$ cat src/rtl/doodle_pkg.sv
// Shared definitions for the player physics block: game modes, keycodes, screen geometry.
// Pure definitions plus one combinational helper; no state, no latency.
// No flow control; everything here is consumed once per frame.
package doodle_pkg;

  typedef enum logic [1:0] {
    IDLE  = 2'b00,
    PLAY  = 2'b01,
    PAUSE = 2'b10
  } mode_t;

  localparam logic [7:0] KEY_LEFT_A    = 8'd4;
  localparam logic [7:0] KEY_LEFT_ARR  = 8'd80;
  localparam logic [7:0] KEY_RIGHT_D   = 8'd7;
  localparam logic [7:0] KEY_RIGHT_ARR = 8'd79;
  localparam logic [7:0] KEY_FIRE      = 8'd30;

  localparam int SCREEN_W  = 640;
  localparam int SCREEN_H  = 480;
  localparam int SCREEN_CX = 320;
  localparam int SCREEN_CY = 240;

  // True when |a - b| <= tol, evaluated in 11-bit signed arithmetic
  function automatic logic withinTol(input logic signed [10:0] a,
                                     input logic signed [10:0] b,
                                     input logic [8:0] tol);
    logic signed [10:0] diff;
    diff = a - b;
    if (diff < 0) diff = -diff;
    return diff <= $signed({2'b00, tol});
  endfunction

endpackage

$ cat src/rtl/shot_pool.sv
// Projectile slots: lowest-free-slot allocation, upward motion, retire, dropped-request pulse.
// Registered outputs, one frame after the fire request / mode sample.
// No backpressure: a fire request with every slot busy is discarded and flagged.
module shot_pool
  import doodle_pkg::*;
#(
  parameter int NUM_SHOTS  = 4,
  parameter int SHOT_SPEED = 7,
  parameter int SHOT_Y_MIN = 25
) (
  input  logic                      frame_clk,
  input  logic                      Reset,
  input  logic                      clear,
  input  logic                      run,
  input  logic                      fire,
  input  logic [9:0]                originX,
  input  logic [9:0]                originY,
  output logic [NUM_SHOTS-1:0][9:0] shot_x,
  output logic [NUM_SHOTS-1:0][9:0] shot_y,
  output logic [NUM_SHOTS-1:0]      shot_active,
  output logic                      shot_dropped
);

  localparam logic [9:0] SPEED_Y  = 10'(SHOT_SPEED);
  localparam logic [9:0] RETIRE_Y = 10'(SHOT_Y_MIN + SHOT_SPEED);
  localparam logic [9:0] HOME_X   = 10'(SCREEN_CX);
  localparam logic [9:0] HOME_Y   = 10'(SCREEN_CY);

  logic [NUM_SHOTS-1:0] grant;
  logic                 anyFree;

  // One-hot grant of the lowest slot that is idle at the start of the frame;
  // a slot retiring this frame still reads as active, so it is not reused yet
  always_comb begin
    grant = '0;
    for (int i = NUM_SHOTS - 1; i >= 0; i--) begin
      if (!shot_active[i]) begin
        grant    = '0;
        grant[i] = 1'b1;
      end
    end
  end

  assign anyFree = |grant;

  // Slot state: clear in IDLE, move/retire/load in PLAY, hold otherwise
  always_ff @(posedge frame_clk or posedge Reset) begin
    if (Reset) begin
      shot_active  <= '0;
      shot_dropped <= 1'b0;
      for (int i = 0; i < NUM_SHOTS; i++) begin
        shot_x[i] <= HOME_X;
        shot_y[i] <= HOME_Y;
      end
    end else if (clear) begin
      shot_active  <= '0;
      shot_dropped <= 1'b0;
      for (int i = 0; i < NUM_SHOTS; i++) begin
        shot_x[i] <= HOME_X;
        shot_y[i] <= HOME_Y;
      end
    end else if (run) begin
      shot_dropped <= fire && !anyFree;
      for (int i = 0; i < NUM_SHOTS; i++) begin
        if (shot_active[i]) begin
          shot_y[i] <= shot_y[i] - SPEED_Y;
          if (shot_y[i] <= RETIRE_Y) shot_active[i] <= 1'b0;
        end else if (fire && grant[i]) begin
          shot_x[i]      <= originX;
          shot_y[i]      <= originY;
          shot_active[i] <= 1'b1;
        end
      end
    end else begin
      shot_dropped <= 1'b0;
    end
  end

endmodule

$ cat src/rtl/doodle_physics.sv
// Per-frame player physics: gravity, platform/floor bounce, horizontal move with wrap, shots.
// Every output is registered: reflects inputs sampled at the previous frame_clk edge.
// No backpressure; PAUSE freezes all state, IDLE parks the character and clears shots.
module doodle_physics
  import doodle_pkg::*;
#(
  parameter int NUM_PLATS   = 16,
  parameter int NUM_SHOTS   = 4,
  parameter int GRAVITY     = 1,
  parameter int JUMP_VEL    = 12,
  parameter int MAX_FALL    = 10,
  parameter int MOVE_STEP   = 2,
  parameter int SHOT_SPEED  = 7,
  parameter int DOODLE_SIZE = 6,
  parameter int X_MIN       = 25,
  parameter int X_MAX       = SCREEN_W - 1 - 25,
  parameter int Y_MAX       = SCREEN_H - 1,
  parameter int SHOT_Y_MIN  = 25,
  localparam int IDX_W      = (NUM_PLATS > 1) ? $clog2(NUM_PLATS) : 1
) (
  input  logic                      frame_clk,
  input  logic                      Reset,
  input  logic [1:0]                mode,
  input  logic [7:0]                keycode,
  input  logic [NUM_PLATS-1:0][8:0] plat_x,
  input  logic [NUM_PLATS-1:0][8:0] plat_y,
  input  logic [NUM_PLATS-1:0]      plat_valid,
  input  logic [8:0]                plat_half_w,
  input  logic [8:0]                plat_half_h,
  output logic [9:0]                doodle_x,
  output logic [9:0]                doodle_y,
  output logic [7:0]                doodle_vy,
  output logic                      landed,
  output logic [IDX_W-1:0]          landed_idx,
  output logic                      floor_hit,
  output logic [NUM_SHOTS-1:0][9:0] shot_x,
  output logic [NUM_SHOTS-1:0][9:0] shot_y,
  output logic [NUM_SHOTS-1:0]      shot_active,
  output logic                      shot_dropped
);

  localparam logic signed [10:0] SIZE_S = 11'(DOODLE_SIZE);
  localparam logic signed [10:0] GRAV_S = 11'(GRAVITY);
  localparam logic signed [10:0] MAXF_S = 11'(MAX_FALL);
  localparam logic signed [10:0] STEP_S = 11'(MOVE_STEP);
  localparam logic signed [10:0] XMIN_S = 11'(X_MIN);
  localparam logic signed [10:0] XMAX_S = 11'(X_MAX);
  localparam logic signed [10:0] YMAX_S = 11'(Y_MAX);
  localparam logic [9:0] HOME_X    = 10'(SCREEN_CX);
  localparam logic [9:0] HOME_Y    = 10'(SCREEN_CY);
  localparam logic [9:0] FLOOR_Y   = 10'(Y_MAX - DOODLE_SIZE);
  localparam logic [7:0] BOUNCE_VY = 8'(-JUMP_VEL);

  mode_t              modeCur;
  logic signed [10:0] curX, curY, curVy, feet, fallVy, stepX, nextXs;
  logic               landHit, landNow, fireReq;
  logic [IDX_W-1:0]   landSel;
  logic [8:0]         landPlatY;
  logic [9:0]         snapY, fallY, nextX;
  logic [7:0]         prevKey;

  assign modeCur = mode_t'(mode);
  assign curX    = $signed({1'b0, doodle_x});
  assign curY    = $signed({1'b0, doodle_y});
  assign curVy   = {{3{doodle_vy[7]}}, doodle_vy};
  assign feet    = curY + SIZE_S;

  // Pick the lowest-index valid platform whose box contains the feet point
  always_comb begin
    landHit   = 1'b0;
    landSel   = '0;
    landPlatY = '0;
    for (int i = NUM_PLATS - 1; i >= 0; i--) begin
      if (plat_valid[i] &&
          withinTol(feet, $signed({2'b00, plat_y[i]}), plat_half_h) &&
          withinTol(curX, $signed({2'b00, plat_x[i]}), plat_half_w)) begin
        landHit   = 1'b1;
        landSel   = IDX_W'(i);
        landPlatY = plat_y[i];
      end
    end
  end

  // Only a falling character can land; rising through a platform is allowed
  assign landNow = landHit && (curVy > 0);
  assign snapY   = 10'($signed({2'b00, landPlatY}) - $signed({2'b00, plat_half_h}) - SIZE_S);
  assign fallY   = 10'(curY + curVy);
  assign fallVy  = (curVy + GRAV_S > MAXF_S) ? MAXF_S : curVy + GRAV_S;

  // Horizontal step from the held key, wrapping to the opposite edge
  always_comb begin
    stepX = '0;
    if (keycode == KEY_RIGHT_D || keycode == KEY_RIGHT_ARR) stepX = STEP_S;
    else if (keycode == KEY_LEFT_A || keycode == KEY_LEFT_ARR) stepX = -STEP_S;
    nextXs = curX + stepX;
    nextX  = 10'(nextXs);
    if (nextXs > XMAX_S) nextX = 10'(X_MIN);
    else if (nextXs < XMIN_S) nextX = 10'(X_MAX);
  end

  // Fire only on the press edge of the fire key, and only while playing
  assign fireReq = (modeCur == PLAY) && (keycode == KEY_FIRE) && (prevKey != KEY_FIRE);

  // Character state: parked in IDLE, integrated in PLAY, frozen in PAUSE
  always_ff @(posedge frame_clk or posedge Reset) begin
    if (Reset) begin
      doodle_x   <= HOME_X;
      doodle_y   <= HOME_Y;
      doodle_vy  <= '0;
      landed     <= 1'b0;
      landed_idx <= '0;
      floor_hit  <= 1'b0;
      prevKey    <= '0;
    end else if (modeCur == IDLE) begin
      doodle_x   <= HOME_X;
      doodle_y   <= HOME_Y;
      doodle_vy  <= '0;
      landed     <= 1'b0;
      landed_idx <= '0;
      floor_hit  <= 1'b0;
      prevKey    <= keycode;
    end else if (modeCur == PLAY) begin
      landed    <= 1'b0;
      floor_hit <= 1'b0;
      prevKey   <= keycode;
      doodle_x  <= nextX;
      if (landNow) begin
        doodle_y   <= snapY;
        doodle_vy  <= BOUNCE_VY;
        landed     <= 1'b1;
        landed_idx <= landSel;
      end else if (feet >= YMAX_S) begin
        doodle_y  <= FLOOR_Y;
        doodle_vy <= BOUNCE_VY;
        floor_hit <= 1'b1;
      end else begin
        doodle_y  <= fallY;
        doodle_vy <= 8'(fallVy);
      end
    end else begin
      landed    <= 1'b0;
      floor_hit <= 1'b0;
    end
  end

  shot_pool #(
    .NUM_SHOTS (NUM_SHOTS),
    .SHOT_SPEED(SHOT_SPEED),
    .SHOT_Y_MIN(SHOT_Y_MIN)
  ) u_shot_pool (
    .frame_clk   (frame_clk),
    .Reset       (Reset),
    .clear       (modeCur == IDLE),
    .run         (modeCur == PLAY),
    .fire        (fireReq),
    .originX     (doodle_x),
    .originY     (doodle_y),
    .shot_x      (shot_x),
    .shot_y      (shot_y),
    .shot_active (shot_active),
    .shot_dropped(shot_dropped)
  );

endmodule

$ cat config.mk
export PLATFORM = sky130hd
export DESIGN_NAME = doodle_physics
export DESIGN_NICKNAME = d
export VERILOG_FILES = /design/src/rtl/doodle_pkg.sv /design/src/rtl/shot_pool.sv /design/src/rtl/doodle_physics.sv
export SDC_FILE = /design/constraint.sdc
export NUM_CORES = 2
export LEC_CHECK = 0
export CAP_MARGIN = 20
export CORE_ASPECT_RATIO = 1.4
export CORE_MARGIN = 2
export CORE_UTILIZATION = 55
export CTS_CLUSTER_SIZE = 12
export DETAILED_ROUTE_END_ITERATION = 6
export PLACE_DENSITY = 0.79
export SYNTH_ARGS = -nofsm -noshare
export SYNTH_HDL_FRONTEND = slang
export SYNTH_SLANG_ARGS = --single-unit
export TNS_END_PERCENT = 30
$ cat constraint.sdc
create_clock -name frame_clk -period 14.8 [get_ports frame_clk]
set_input_delay 3.7 -clock frame_clk [delete_from_list [all_inputs] [get_ports frame_clk]]
set_output_delay 3.7 -clock frame_clk [all_outputs]
set_load 0.01 [all_outputs]
==> impl_metrics.csv <==
group,metric,value,unit
clocking,clk_pin_slew,0.06,ns
synth,synth.distinct_cells,100,
synth,synth_nets,5945,
synth,yosys_warnings,0,
power,p_per_area,242,nW/um^2
synth,syn-cell-area,36400,um^2
hold_path,hold_start,"u_shot_pool.shot_x[28]",
worst_setup_path,required,15.17,ns
clocking,numClockSinks,127,
clocking,postCtsSetupBuffers,0,
worst_setup_path,path_buf_inv,3,
worst_setup_path,critPathMaxStageDelay,0.68,ns
worst_setup_path,crit_arrival,12.32,ns
clocking,cts_buffer_depth,2,
detailed_routing,ant_nets,0,
timing,fin_crit,11.95,ns
clocking,cts_tree,"yes",
global_routing,grt_pass1_vias,38200,
hold_path,min_path_cells,2,
floorplanning,die_y,308,um
synth,postSynthCellCount,4920,
detailed_routing,dr.pass1.iters,7,
place,dp_hpwl,103000,um
timing,layout_setup_ws,2.85,ns
worst_setup_path,start_kind,"primary input",
timing,setup_viol,0,
synth,ys.flop_type,"dfrtp_1",
worst_setup_path,criticalPathCategory,"primary input to register",
timing,finalHoldViolCount,0,
timing,max_slew_margin,0.221,
timing,tightest_slew,1.16,ns
worst_setup_path,cp-end-kind,"register",
worst_setup_path,worstPathMaxFanout,20,
detailed_routing,drt_iter0_drc,3325,
outcome,violations,"design-rule violations",
place,dpl_worst_slack,2.58,ns
timing,slew_viol_final,0,
finish,final_nets,6384,
floorplanning,die_w,221,um
worst_setup_path,path_delay_family,"compound AO/OA/AOI/OAI gates",
clocking,htreeDepth,4,
floorplanning,row_count,111,
clocking,numCtsBuffers,17,
synth,ys_seq_area_frac,0.0883,
finish,drive_gt1_frac,0.0430,
finish,nFillCells,5864,
global_routing,overflow,0,
finish,multi_input_area,31200,um^2
power,irDropWorstVdd,0.207,mV
outcome,status,"finished, violations left",
worst_setup_path,reg2reg_to,"doodle_y[9]",
clocking,hold_buffers,0,
place,gp_congestion,1.16,
global_routing,grt_max_degree,60,
finish,stdcell_area,42700,um^2
synth,synth_edf_count,0,
clocking,cts.repair.resized,0,
detailed_routing,drc,54,
floorplanning,core_area,65600,um^2
finish,final-seq-area,3220,um^2
global_routing,track_usage,0.376,
timing,fin_tns_setup,0,ns
power,power,10.3,mW
hold_path,min_to,"u_shot_pool.shot_x[28]",
clocking,root_buffer,"clkbuf_16",
detailed_routing,wl_per_cell,21.4,um
clocking,clk_latency,0.44,ns
worst_setup_path,rrSetupSlack,4.14,ns
synth,syn-mean-instance-area,7.40,um^2
global_routing,antenna_found_initial,4,
detailed_routing,vias,40000,
synth,async_flop_share,1.00,
worst_setup_path,reg2regPathDepth,42,
hold_path,hp-class,"register to register",
place,io_buffers,452,
timing,clock.fmax,0.0837,GHz
worst_setup_path,crit_slowest_cell,"a211oi_1",
synth,ys_seq_elements,127,
power,leakage,19.4,nW
worst_setup_path,crit_start,"plat_x[117]",
global_routing,grt_pass1_wl,205000,um
detailed_routing,drt_wl_total,133000,um
worst_setup_path,rr_startpoint,"doodle_y[1]",
floorplanning,die_area,68300,um^2
floorplanning,ios,453,
timing,rsz0062_at_grt,"false",
floorplanning,initial_core_util,0.556,
place,dpl_cell_area,42200,um^2
run,maxCapViolCount,0,
finish,syn_to_final_growth,17.3,%
timing,skew,0.0108,ns
detailed_routing,vias_per_cell,6.43,
timing,fin_crit_sh,0.807,
-- layout make-up --
cell class,count,share of cell area
Multi-Input combinational cell,4257,0.731
Timing Repair Buffer,508,0.116
Sequential cell,127,0.0753
Inverter,448,0.0394
Tap cell,847,0.0248
Clock buffer,22,0.0109
Clock inverter,10,0.00263
Antenna cell,4,0.000234
-- per-stage QoR --
step	hold WS, ns	std cells	util
3_3_place_gp	0.471	6187	0.643
6_report	0.483	6223	0.652
4_1_cts	0.487	6219	0.652
5_1_grt	0.513	6219	0.652
3_5_place_dp	0.479	6187	0.643
2_1_floorplan	0.470	4920	-
-- synth_stat cells, types with 21 or more instances --
cell type / number / share of area
o22ai_1: 32 / 0.0055
a22oi_1: 34 / 0.0070
o21bai_1: 30 / 0.0062
a221oi_1: 26 / 0.0063
nor3b_1: 21 / 0.0043
and2_1: 27 / 0.0046
o21a_1: 88 / 0.018
o31a_1: 22 / 0.0053
or3_1: 49 / 0.0084
nand4_1: 53 / 0.0091
nand2_1: 334 / 0.034
a211oi_1: 57 / 0.012
nor2b_1: 93 / 0.016
clkbuf_1: 69 / 0.0071
nor2_1: 442 / 0.046
a21oi_1: 343 / 0.047
ha_1: 656 / 0.23
o211ai_1: 53 / 0.011
o21ai_0: 327 / 0.045
or2_2: 34 / 0.0058
nand3_1: 142 / 0.020
nand2b_1: 90 / 0.015
inv_1: 447 / 0.046
xnor2_1: 309 / 0.074
fa_1: 35 / 0.019
a31oi_1: 57 / 0.0098
o2111ai_1: 29 / 0.0070
a211o_1: 35 / 0.0084
a21o_1: 86 / 0.018
dfstp_2: 30 / 0.022
nor4_1: 35 / 0.0060
and3_1: 59 / 0.010
o31ai_1: 27 / 0.0056
xor2_1: 143 / 0.034
dfrtp_1: 97 / 0.067
nor3_1: 109 / 0.015
-- placed cells by master (no fill, tap or decap), drive strengths merged, types with 59 or more instances in the layout --
master and instances:
nor2 444, a211oi 59, a21oi 343, nand3 142
ha 656, xor2 143, o21a 88, o21ai 335
dfrtp 97, nor2b 93, nand2b 90, nand2 334
nor3 112, inv 447, a21o 86, clkdlybuf4s50 451
xnor2 310, and3 59
-- worst register-to-register path: cells and delay by family (launching register included) --
kind / cells / cell delay, ns
AO/OA/AOI/OAI: 18 / 3.97
adder cells (fa/ha/maj): 6 / 1.99
AND/OR/NAND/NOR: 10 / 1.64
buffers and inverters: 4 / 1.33
XOR/XNOR: 4 / 1.08
flip-flops: 1 / 0.57
-- sequential cells by signal, indices dropped and copies added, names as in the netlist, 4 cells and up --
signal	cells
u_shot_pool.shot_x	40
landed_idx	4
doodle_y	10
doodle_vy	8
doodle_x	10
prevKey	8
u_shot_pool.shot_active	4
u_shot_pool.shot_y	40
-- power by group --
group          switching [mW]  leakage (nW)  internal [mW]
clock                   0.160         0.280          0.256
sequential              0.115          1.62          0.412
combinational            5.49          17.5           3.90
total                    5.77          19.4           4.57
-- worst max path at each step --
| stage | endpoint | slack (ns) | depth (start not counted) |
|---|---|---|---|
| final | doodle_y[9] | 2.85 | 36 |
| after global routing | doodle_y[9] | 2.21 | 37 |
| after CTS | doodle_y[9] | 2.98 | 36 |
| after detailed placement | doodle_y[9] | 2.58 | 36 |
| after global placement | doodle_y[9] | 2.68 | 37 |
| after floorplan | doodle_y[9] | 4.12 | 39 |
-- routing by layer --
metal / GRT usage / part of all wire / vias to the layer above
met5: 0 / 0.00015 / -
met4: 0.256 / 0.079 / 2
met3: 0.0682 / 0.088 / 535
met2: 0.639 / 0.45 / 1921
met1: 0.432 / 0.38 / 18500
li1: - / - / 19000
-- cell families after synthesis --
logic type / after synthesis / share of synthesized area
AO/OA/AOI/OAI: 1491 / 0.273
XOR/XNOR: 453 / 0.109
adder cells (fa/ha/maj): 691 / 0.245
buffers and inverters: 536 / 0.0560
flip-flops: 127 / 0.0883
multiplexers: 41 / 0.0120
AND/OR/NAND/NOR: 1581 / 0.217
No activity file was read; power rests on OpenSTA's default activity.
